**config.mk**
```make
export PLATFORM = sky130hd
export DESIGN_NAME = unified_mem_arbiter
export DESIGN_NICKNAME = d
export VERILOG_FILES = /design/src/rtl/unified_mem_arbiter.sv
export SDC_FILE = /design/constraint.sdc
export NUM_CORES = 1
export LEC_CHECK = 0
export CAP_MARGIN = 20
export CELL_PAD_IN_SITES_DETAIL_PLACEMENT = 1
export CELL_PAD_IN_SITES_GLOBAL_PLACEMENT = 2
export CORE_UTILIZATION = 35
export CTS_BUF_LIST = sky130_fd_sc_hd__clkbuf_4
export DETAILED_ROUTE_END_ITERATION = 6
export DONT_BUFFER_PORTS = 1
export GPL_TIMING_DRIVEN = 0
export HOLD_SLACK_MARGIN = 0.02
export PLACE_DENSITY_LB_ADDON = 0.1
export SYNTH_ARGS = -nofsm -noshare
export SYNTH_HDL_FRONTEND = slang
export SYNTH_SLANG_ARGS = --single-unit
```
**constraint.sdc**
```tcl
create_clock -name clk_i -period 5.2 [get_ports clk_i]
set_clock_uncertainty 0.2 [all_clocks]
set_input_delay 1.3 -clock clk_i [delete_from_list [all_inputs] [get_ports clk_i]]
set_output_delay 1.3 -clock clk_i [all_outputs]
set_load 0.01 [all_outputs]
```
**src/rtl/unified_mem_arbiter.sv**
```systemverilog
// Arbitrates one single-port, variable-latency memory between instruction fetch and load/store.
// Data accesses win by default. A streak counter guarantees that a waiting fetch is eventually served.
//   state  | meaning
//   IDLE   | no access outstanding, arbitrate this cycle
//   BUSY_I | fetch access in flight, waiting for mem_ack_i
//   BUSY_D | data access in flight, waiting for mem_ack_i
//   DONE_I | if_done_o pulse, fetched word on if_rdata_o
//   DONE_D | d_done_o pulse, load word on d_rdata_o
//   DROP   | flushed fetch still in flight, result discarded on ack
module unified_mem_arbiter #(
  parameter int ADDR_W          = 32,
  parameter int DATA_W          = 32,
  parameter int MAX_DATA_STREAK = 4,
  parameter int TIMEOUT_CYC     = 64
) (
  input  logic              clk_i,
  input  logic              rst_i,
  input  logic              if_req_i,
  input  logic [ADDR_W-1:0] if_addr_i,
  input  logic              if_flush_i,
  output logic [DATA_W-1:0] if_rdata_o,
  output logic              if_done_o,
  output logic              if_stall_o,
  input  logic              d_req_i,
  input  logic              d_we_i,
  input  logic [ADDR_W-1:0] d_addr_i,
  input  logic [DATA_W-1:0] d_wdata_i,
  output logic [DATA_W-1:0] d_rdata_o,
  output logic              d_done_o,
  output logic              d_stall_o,
  output logic              mem_req_o,
  output logic              mem_we_o,
  output logic [ADDR_W-1:0] mem_addr_o,
  output logic [DATA_W-1:0] mem_wdata_o,
  input  logic [DATA_W-1:0] mem_rdata_i,
  input  logic              mem_ack_i,
  output logic              timeout_o
);

  localparam int STRK_W  = $clog2(MAX_DATA_STREAK + 2);
  localparam int WD_W    = $clog2(TIMEOUT_CYC + 2);
  localparam int WD_LOAD = (TIMEOUT_CYC > 0) ? TIMEOUT_CYC - 1 : 0;
  localparam bit WD_EN   = (TIMEOUT_CYC > 0);
  localparam logic [STRK_W-1:0] STRK_MAX = STRK_W'(MAX_DATA_STREAK);

  typedef enum logic [2:0] {
    S_IDLE, S_BUSY_I, S_BUSY_D, S_DONE_I, S_DONE_D, S_DROP
  } state_e;

  state_e              state_q;
  logic [STRK_W-1:0]   streak_q;
  logic [WD_W-1:0]     wd_q;
  logic                mem_req_q, mem_we_q, if_done_q, d_done_q, timeout_q;
  logic [ADDR_W-1:0]   mem_addr_q;
  logic [DATA_W-1:0]   mem_wdata_q, if_rdata_q, d_rdata_q;
  logic                d_win;

  assign d_win = d_req_i && (!if_req_i || (streak_q < STRK_MAX));

  always_ff @(posedge clk_i) begin
    if (rst_i) begin
      state_q     <= S_IDLE;
      streak_q    <= '0;
      wd_q        <= '0;
      mem_req_q   <= 1'b0;
      mem_we_q    <= 1'b0;
      mem_addr_q  <= '0;
      mem_wdata_q <= '0;
      if_rdata_q  <= '0;
      d_rdata_q   <= '0;
      if_done_q   <= 1'b0;
      d_done_q    <= 1'b0;
      timeout_q   <= 1'b0;
    end else begin
      if_done_q <= 1'b0;
      d_done_q  <= 1'b0;
      if (!if_req_i) streak_q <= '0;
      case (state_q)
        S_IDLE: begin
          if (d_win) begin
            state_q     <= S_BUSY_D;
            mem_req_q   <= 1'b1;
            mem_we_q    <= d_we_i;
            mem_addr_q  <= d_addr_i;
            mem_wdata_q <= d_wdata_i;
            wd_q        <= WD_W'(WD_LOAD);
            if (if_req_i && (streak_q < STRK_MAX)) streak_q <= streak_q + STRK_W'(1);
          end else if (if_req_i && !if_flush_i) begin
            state_q     <= S_BUSY_I;
            mem_req_q   <= 1'b1;
            mem_we_q    <= 1'b0;
            mem_addr_q  <= if_addr_i;
            mem_wdata_q <= '0;
            wd_q        <= WD_W'(WD_LOAD);
            streak_q    <= '0;
          end
        end
        S_BUSY_I, S_BUSY_D, S_DROP: begin
          if (mem_ack_i) begin
            mem_req_q <= 1'b0;
            if (state_q == S_BUSY_D) begin
              d_rdata_q <= mem_rdata_i;
              d_done_q  <= 1'b1;
              state_q   <= S_DONE_D;
            end else if (state_q == S_BUSY_I && !if_flush_i) begin
              if_rdata_q <= mem_rdata_i;
              if_done_q  <= 1'b1;
              state_q    <= S_DONE_I;
            end else begin
              state_q <= S_IDLE;
            end
          end else if (WD_EN && wd_q == '0) begin
            // abandon the access; the requester is still asserting and gets re-arbitrated
            state_q   <= S_IDLE;
            mem_req_q <= 1'b0;
            timeout_q <= 1'b1;
          end else begin
            wd_q <= wd_q - WD_W'(1);
            if (state_q == S_BUSY_I && if_flush_i) state_q <= S_DROP;
          end
        end
        S_DONE_I, S_DONE_D: state_q <= S_IDLE;
        default:            state_q <= S_IDLE;
      endcase
    end
  end

  // a flush landing on the completion cycle still has to hide the stale instruction
  assign if_done_o   = if_done_q & ~if_flush_i;
  assign d_done_o    = d_done_q;
  assign if_stall_o  = if_req_i & ~if_done_o;
  assign d_stall_o   = d_req_i & ~d_done_q;
  assign if_rdata_o  = if_rdata_q;
  assign d_rdata_o   = d_rdata_q;
  assign mem_req_o   = mem_req_q;
  assign mem_we_o    = mem_we_q;
  assign mem_addr_o  = mem_addr_q;
  assign mem_wdata_o = mem_wdata_q;
  assign timeout_o   = timeout_q;

endmodule

```
# After elaboration in Yosys (flattened, before gate mapping)

Index checks and enable logic that the tools add are counted.
W data, S select, Z words.

Reductions and logical operators: 22
Add/sub/neg operators: 2
Order comparisons: 1
Mux-type cells: 31
Bitwise gates (word level): 9
Equality and inequality tests: 8

Operators by type and width:

| kind                  | number |
|---|---|
| $mux W32              | 4 |
| $mux W3               | 11 |
| $mux W7               | 4 |
| $pmux W7 S2           | 1 |
| $reduce_and A3 Y1     | 3 |
| $mux W1               | 8 |
| $reduce_and A4 Y1     | 2 |
| $logic_not A7 Y1      | 1 |
| $sub A7 B1 Y7 const B | 1 |
| $ne A3 B3 Y1 const B  | 2 |
| $not A1 Y1            | 6 |
| $pmux W3 S2           | 1 |
| $reduce_or A3 Y1      | 2 |
| $logic_and A1 B1 Y1   | 5 |
| $ne A2 B2 Y1 const B  | 2 |
| $ne A4 B4 Y1 const B  | 1 |
| $reduce_and A2 Y1     | 2 |
| $reduce_bool A2 Y1    | 2 |
| $reduce_or A4 Y1      | 1 |
| $add A3 B1 Y3 const B | 1 |
| $and A1 B1 Y1         | 3 |
| $eq A3 B1 Y1 const B  | 1 |
| $eq A3 B2 Y1 const B  | 1 |
| $eq A3 B3 Y1 const B  | 1 |
| other kinds (6)       | 7 |

Flip-flop bits (word level): 146

# Depth between registers and ports, before layout

Depth in word-level cells: 6
Depth in mapped cells: 7

# Least setup slack after synthesis

No wires, ideal clock.

Path type: in2out
Start point: input port if_flush_i
End point: output port if_stall_o
Required time: 3,700 ps
Setup slack: 2,074 ps
Data arrival time: 1,626 ps
Buffers on the path: 0
Cell stages on the path: 2
Path through: nor2b_1 -> nor2_1

Longest elaborated chain between the ends: 4

RTL lines:

| item            | line | RTL |
|---|---|---|
| start, declared | 20   | `input logic if_flush_i,` |
| $not A1 Y1      | 129  | `assign if_done_o = if_done_q & ~if_flush_i;` |
| $and A1 B1 Y1   | 129  |  |
| $not A1 Y1      | 131  | `assign if_stall_o = if_req_i & ~if_done_o;` |
| $and A1 B1 Y1   | 131  |  |
| end, declared   | 23   | `output logic if_stall_o,` |

Every way passes these cells.

# Final worst setup path

Ends and elaborated chain as after synthesis.

==> flow_summary.toml <==
[status]
outcome = "finished clean"

[clocking]
path_clk_slew_ps = 120
cts_root_buffer = "clkbuf_4"
post_cts_resize_count = 0
clk_path_buf_depth = 2
cts_tree = "yes"
clock_sinks = 146
clkLatencyLatePin_ps = 540
cts_hold_buf = 0
post-cts-setup-buffers = 0
htree_num_levels = 4
cts_made_buffers = 17

[die]
die-area_sq_um = 16500
fp.dieW_um = 128
initial_core_util_pct = 36.3
ioPinCount = 270
rows = 45
fp.dieH_um = 128
coreArea_sq_um = 15400

[route]
via_per_inst = 5.33
dr_total_vias = 4915
first_iter_violations = 155
drt-total-wl_um = 17100
postRouteAntennaNets = 0
wire_per_inst_um = 18.5
first_pass_iters = 6
drc = 0

[global_routing]
grt_pass1_vias = 5146
grt_start_max_net_pins = 17
overflow = 0
grt_pass1_wl_um = 26600
antenna_found_initial = 0
grt.total_usage_pct = 20.7

[worst_setup_path]
crit_path_start_kind = "input port"
reg2reg_to = "wd_q[1]$_SDFFE_PP0P_"
slowest_stage = "nor2b_1"
arrival_ps = 1740
reg2regPathDepth = 6
path_cells = "nor2b_1 > nor2_1"
worst_setup_path_end_kind = "output port"
rrSetupSlack_ps = 2890
cp_max_fo = 4
cp_top_family = "simple AND/OR/NAND/NOR gates"
slowest_delay_ps = 290
cp.required_ps = 3700
worstSetupPathType = "in2out"
r2r_start = "wd_q[0]$_SDFFE_PP0P_"
worstPathBufferInverterCount = 0

[sta]
timing.final.ws_setup_ps = 1960
max_freq_ghz = 0.309
finalSetupTns_ps = 0
slew_violations = 0
worst_pin_slew_ps = 812
slew_headroom_pct = 45.5
rsz0062_at_grt = "no"
period_minus_slack_ps = 3240
setup_violations = 0
fin_crit_sh_pct = 62.3
final_hold_viol_count = 0

[power_and_ir_drop]
p_leak_nw = 2.22
p_sw_share_pct = 34.1
p_per_area_nw_per_um2 = 412
power_frac_comb_pct = 18.8
vdd_drop_max_mv = 0.128
clkPwrFrac_pct = 26.5
seqPwrFrac_pct = 54.7
power_switching_mw = 0.859
p_int_mw = 1.66

[logic_synthesis]
ys_ff_latch = 146
synth_edf_count = 0
synth_warnings = 0
synthFlopType = "dfxtp_1"
synth_top_area_share_pct = 52.3
syn-num-nets = 817
synth_area_sq_um = 5590
syn_inst = 679
async_reset_ff_share_pct = 0
synth_area_per_cell_sq_um = 8.23
synth_top_cell_by_area = "dfxtp_1"
ys_top_cells_by_area = "dfxtp_1, nand2_1, a21oi_1"
ys_seq_area_share_pct = 52.3
ys_types = 45

[place]
io_buffer_count = 0
dp_slack_ps = 1940
dp_hpwl_um = 13000
place_congestion = 0.754

[final_layout]
drive_gt1_share_pct = 8.72
syn_to_final_growth_pct = 9.38
utilization_pct = 39.8
fillers = 1874
nets = 836

[hold_path]
hold_depth = 2
min_from = "wd_q[3]$_SDFFE_PP0P_"
hold_end = "wd_q[3]$_SDFFE_PP0P_"
hold_path_class = "reg2reg"

[job]
drv_cap = 0
-- sequential cells by signal, indices dropped and copies added (netlist names) --
name and flops:
streak_q 3, mem_wdata_o 32, mem_req_o 1, state_q 3
mem_we_o 1, timeout_o 1, d_done_o 1, d_rdata_o 32
if_done_q 1, if_rdata_o 32, wd_q 7, mem_addr_o 32
-- cell usage in the layout (no fill, tap or decap), drive strengths merged, types with 3 or more instances in the layout --
cell,instances
a311oi,33
inv,11
buf,23
nand2,195
nor2b,4
a31oi,4
a22oi,33
o21ai,5
nor3,5
nand3,4
nor2,78
clkbuf,50
clkinvlp,3
a211oi,5
ha,3
dfxtp,146
a21oi,71
clkinv,6
-- how the worst max path moves through the flow --
stage                     slack [ps]  depth (start not counted)       start    endpoint
after global placement          1940                          2  if_flush_i  if_stall_o
after floorplan                 2070                          2  if_flush_i  if_stall_o
after CTS                       1940                          2  if_flush_i  if_stall_o
after detailed placement        1940                          2  if_flush_i  if_stall_o
final                           1960                          2  if_flush_i  if_stall_o
after global routing            1960                          2  if_flush_i  if_stall_o
-- synth_stat cells (2+ instances only) --
library cell and count:
a211oi_1 4, a31oi_1 4, inv_1 9, nor3_1 5, nand2b_1 2, a21oi_1 70, or3_1 2, a21o_1 2
a22oi_1 33, nand3_1 4, nor2_1 77, o31ai_1 2, nand2_1 195, clkbuf_1 30, ha_1 3, a311oi_1 33
a21boi_1 2, o32ai_1 2, dfxtp_1 146, o21ai_0 5, nor3b_1 2, buf_2 19, nor2b_1 4, buf_4 3
-- routing by layer --
metal	routed length (um)	GRT usage (%)
met5	0	0
met2	8490	36.0
met3	1590	8.27
met4	299	7.82
met1	6680	22.7
-- cells by family (layout without fill, tap and decap cells) --
group / Yosys count / in the layout / share of synthesized area, %
fa+ha+maj: 3 / 3 / 0.672
flops: 146 / 146 / 52.3
mux: 1 / 1 / 0.179
other cells: 0 / 1 / 0
compound gates: 168 / 168 / 20.5
buf+inv: 62 / 94 / 4.93
simple gates: 299 / 299 / 21.4
-- per-stage QoR --
stage | area (sq um) | power, mW | std cells | hold WS, ps
2_1_floorplan | 5590 | 1.73 | 679 | 254
3_3_place_gp | 5850 | 1.86 | 890 | 282
3_5_place_dp | 5850 | 1.88 | 890 | 300
4_1_cts | 6110 | 2.56 | 922 | 318
5_1_grt | 6110 | 2.68 | 922 | 339
6_report | 6110 | 2.52 | 923 | 312
-- area by class of cell --
cell class | instances | area, sq um | share of cell area [%]
diodes | 1 | 2.50 | 0.0410
multi-input cells | 471 | 2390 | 39.1
clock buffers | 20 | 150 | 2.46
well taps | 211 | 264 | 4.32
inverters | 9 | 33.8 | 0.553
flip-flops and latches | 146 | 2920 | 47.8
plain buffers | 53 | 241 | 3.95
clock inverters | 12 | 108 | 1.76
-- power groups by stage --
stage,logic [mW],registers (mW),clock network [mW]
floorplan,0.364,1.37,0
global placement,0.456,1.40,0
detailed placement,0.478,1.41,0
CTS,0.479,1.38,0.697
global route,0.536,1.39,0.744
finish,0.475,1.38,0.668
No activity file was read; power rests on OpenSTA's default activity.
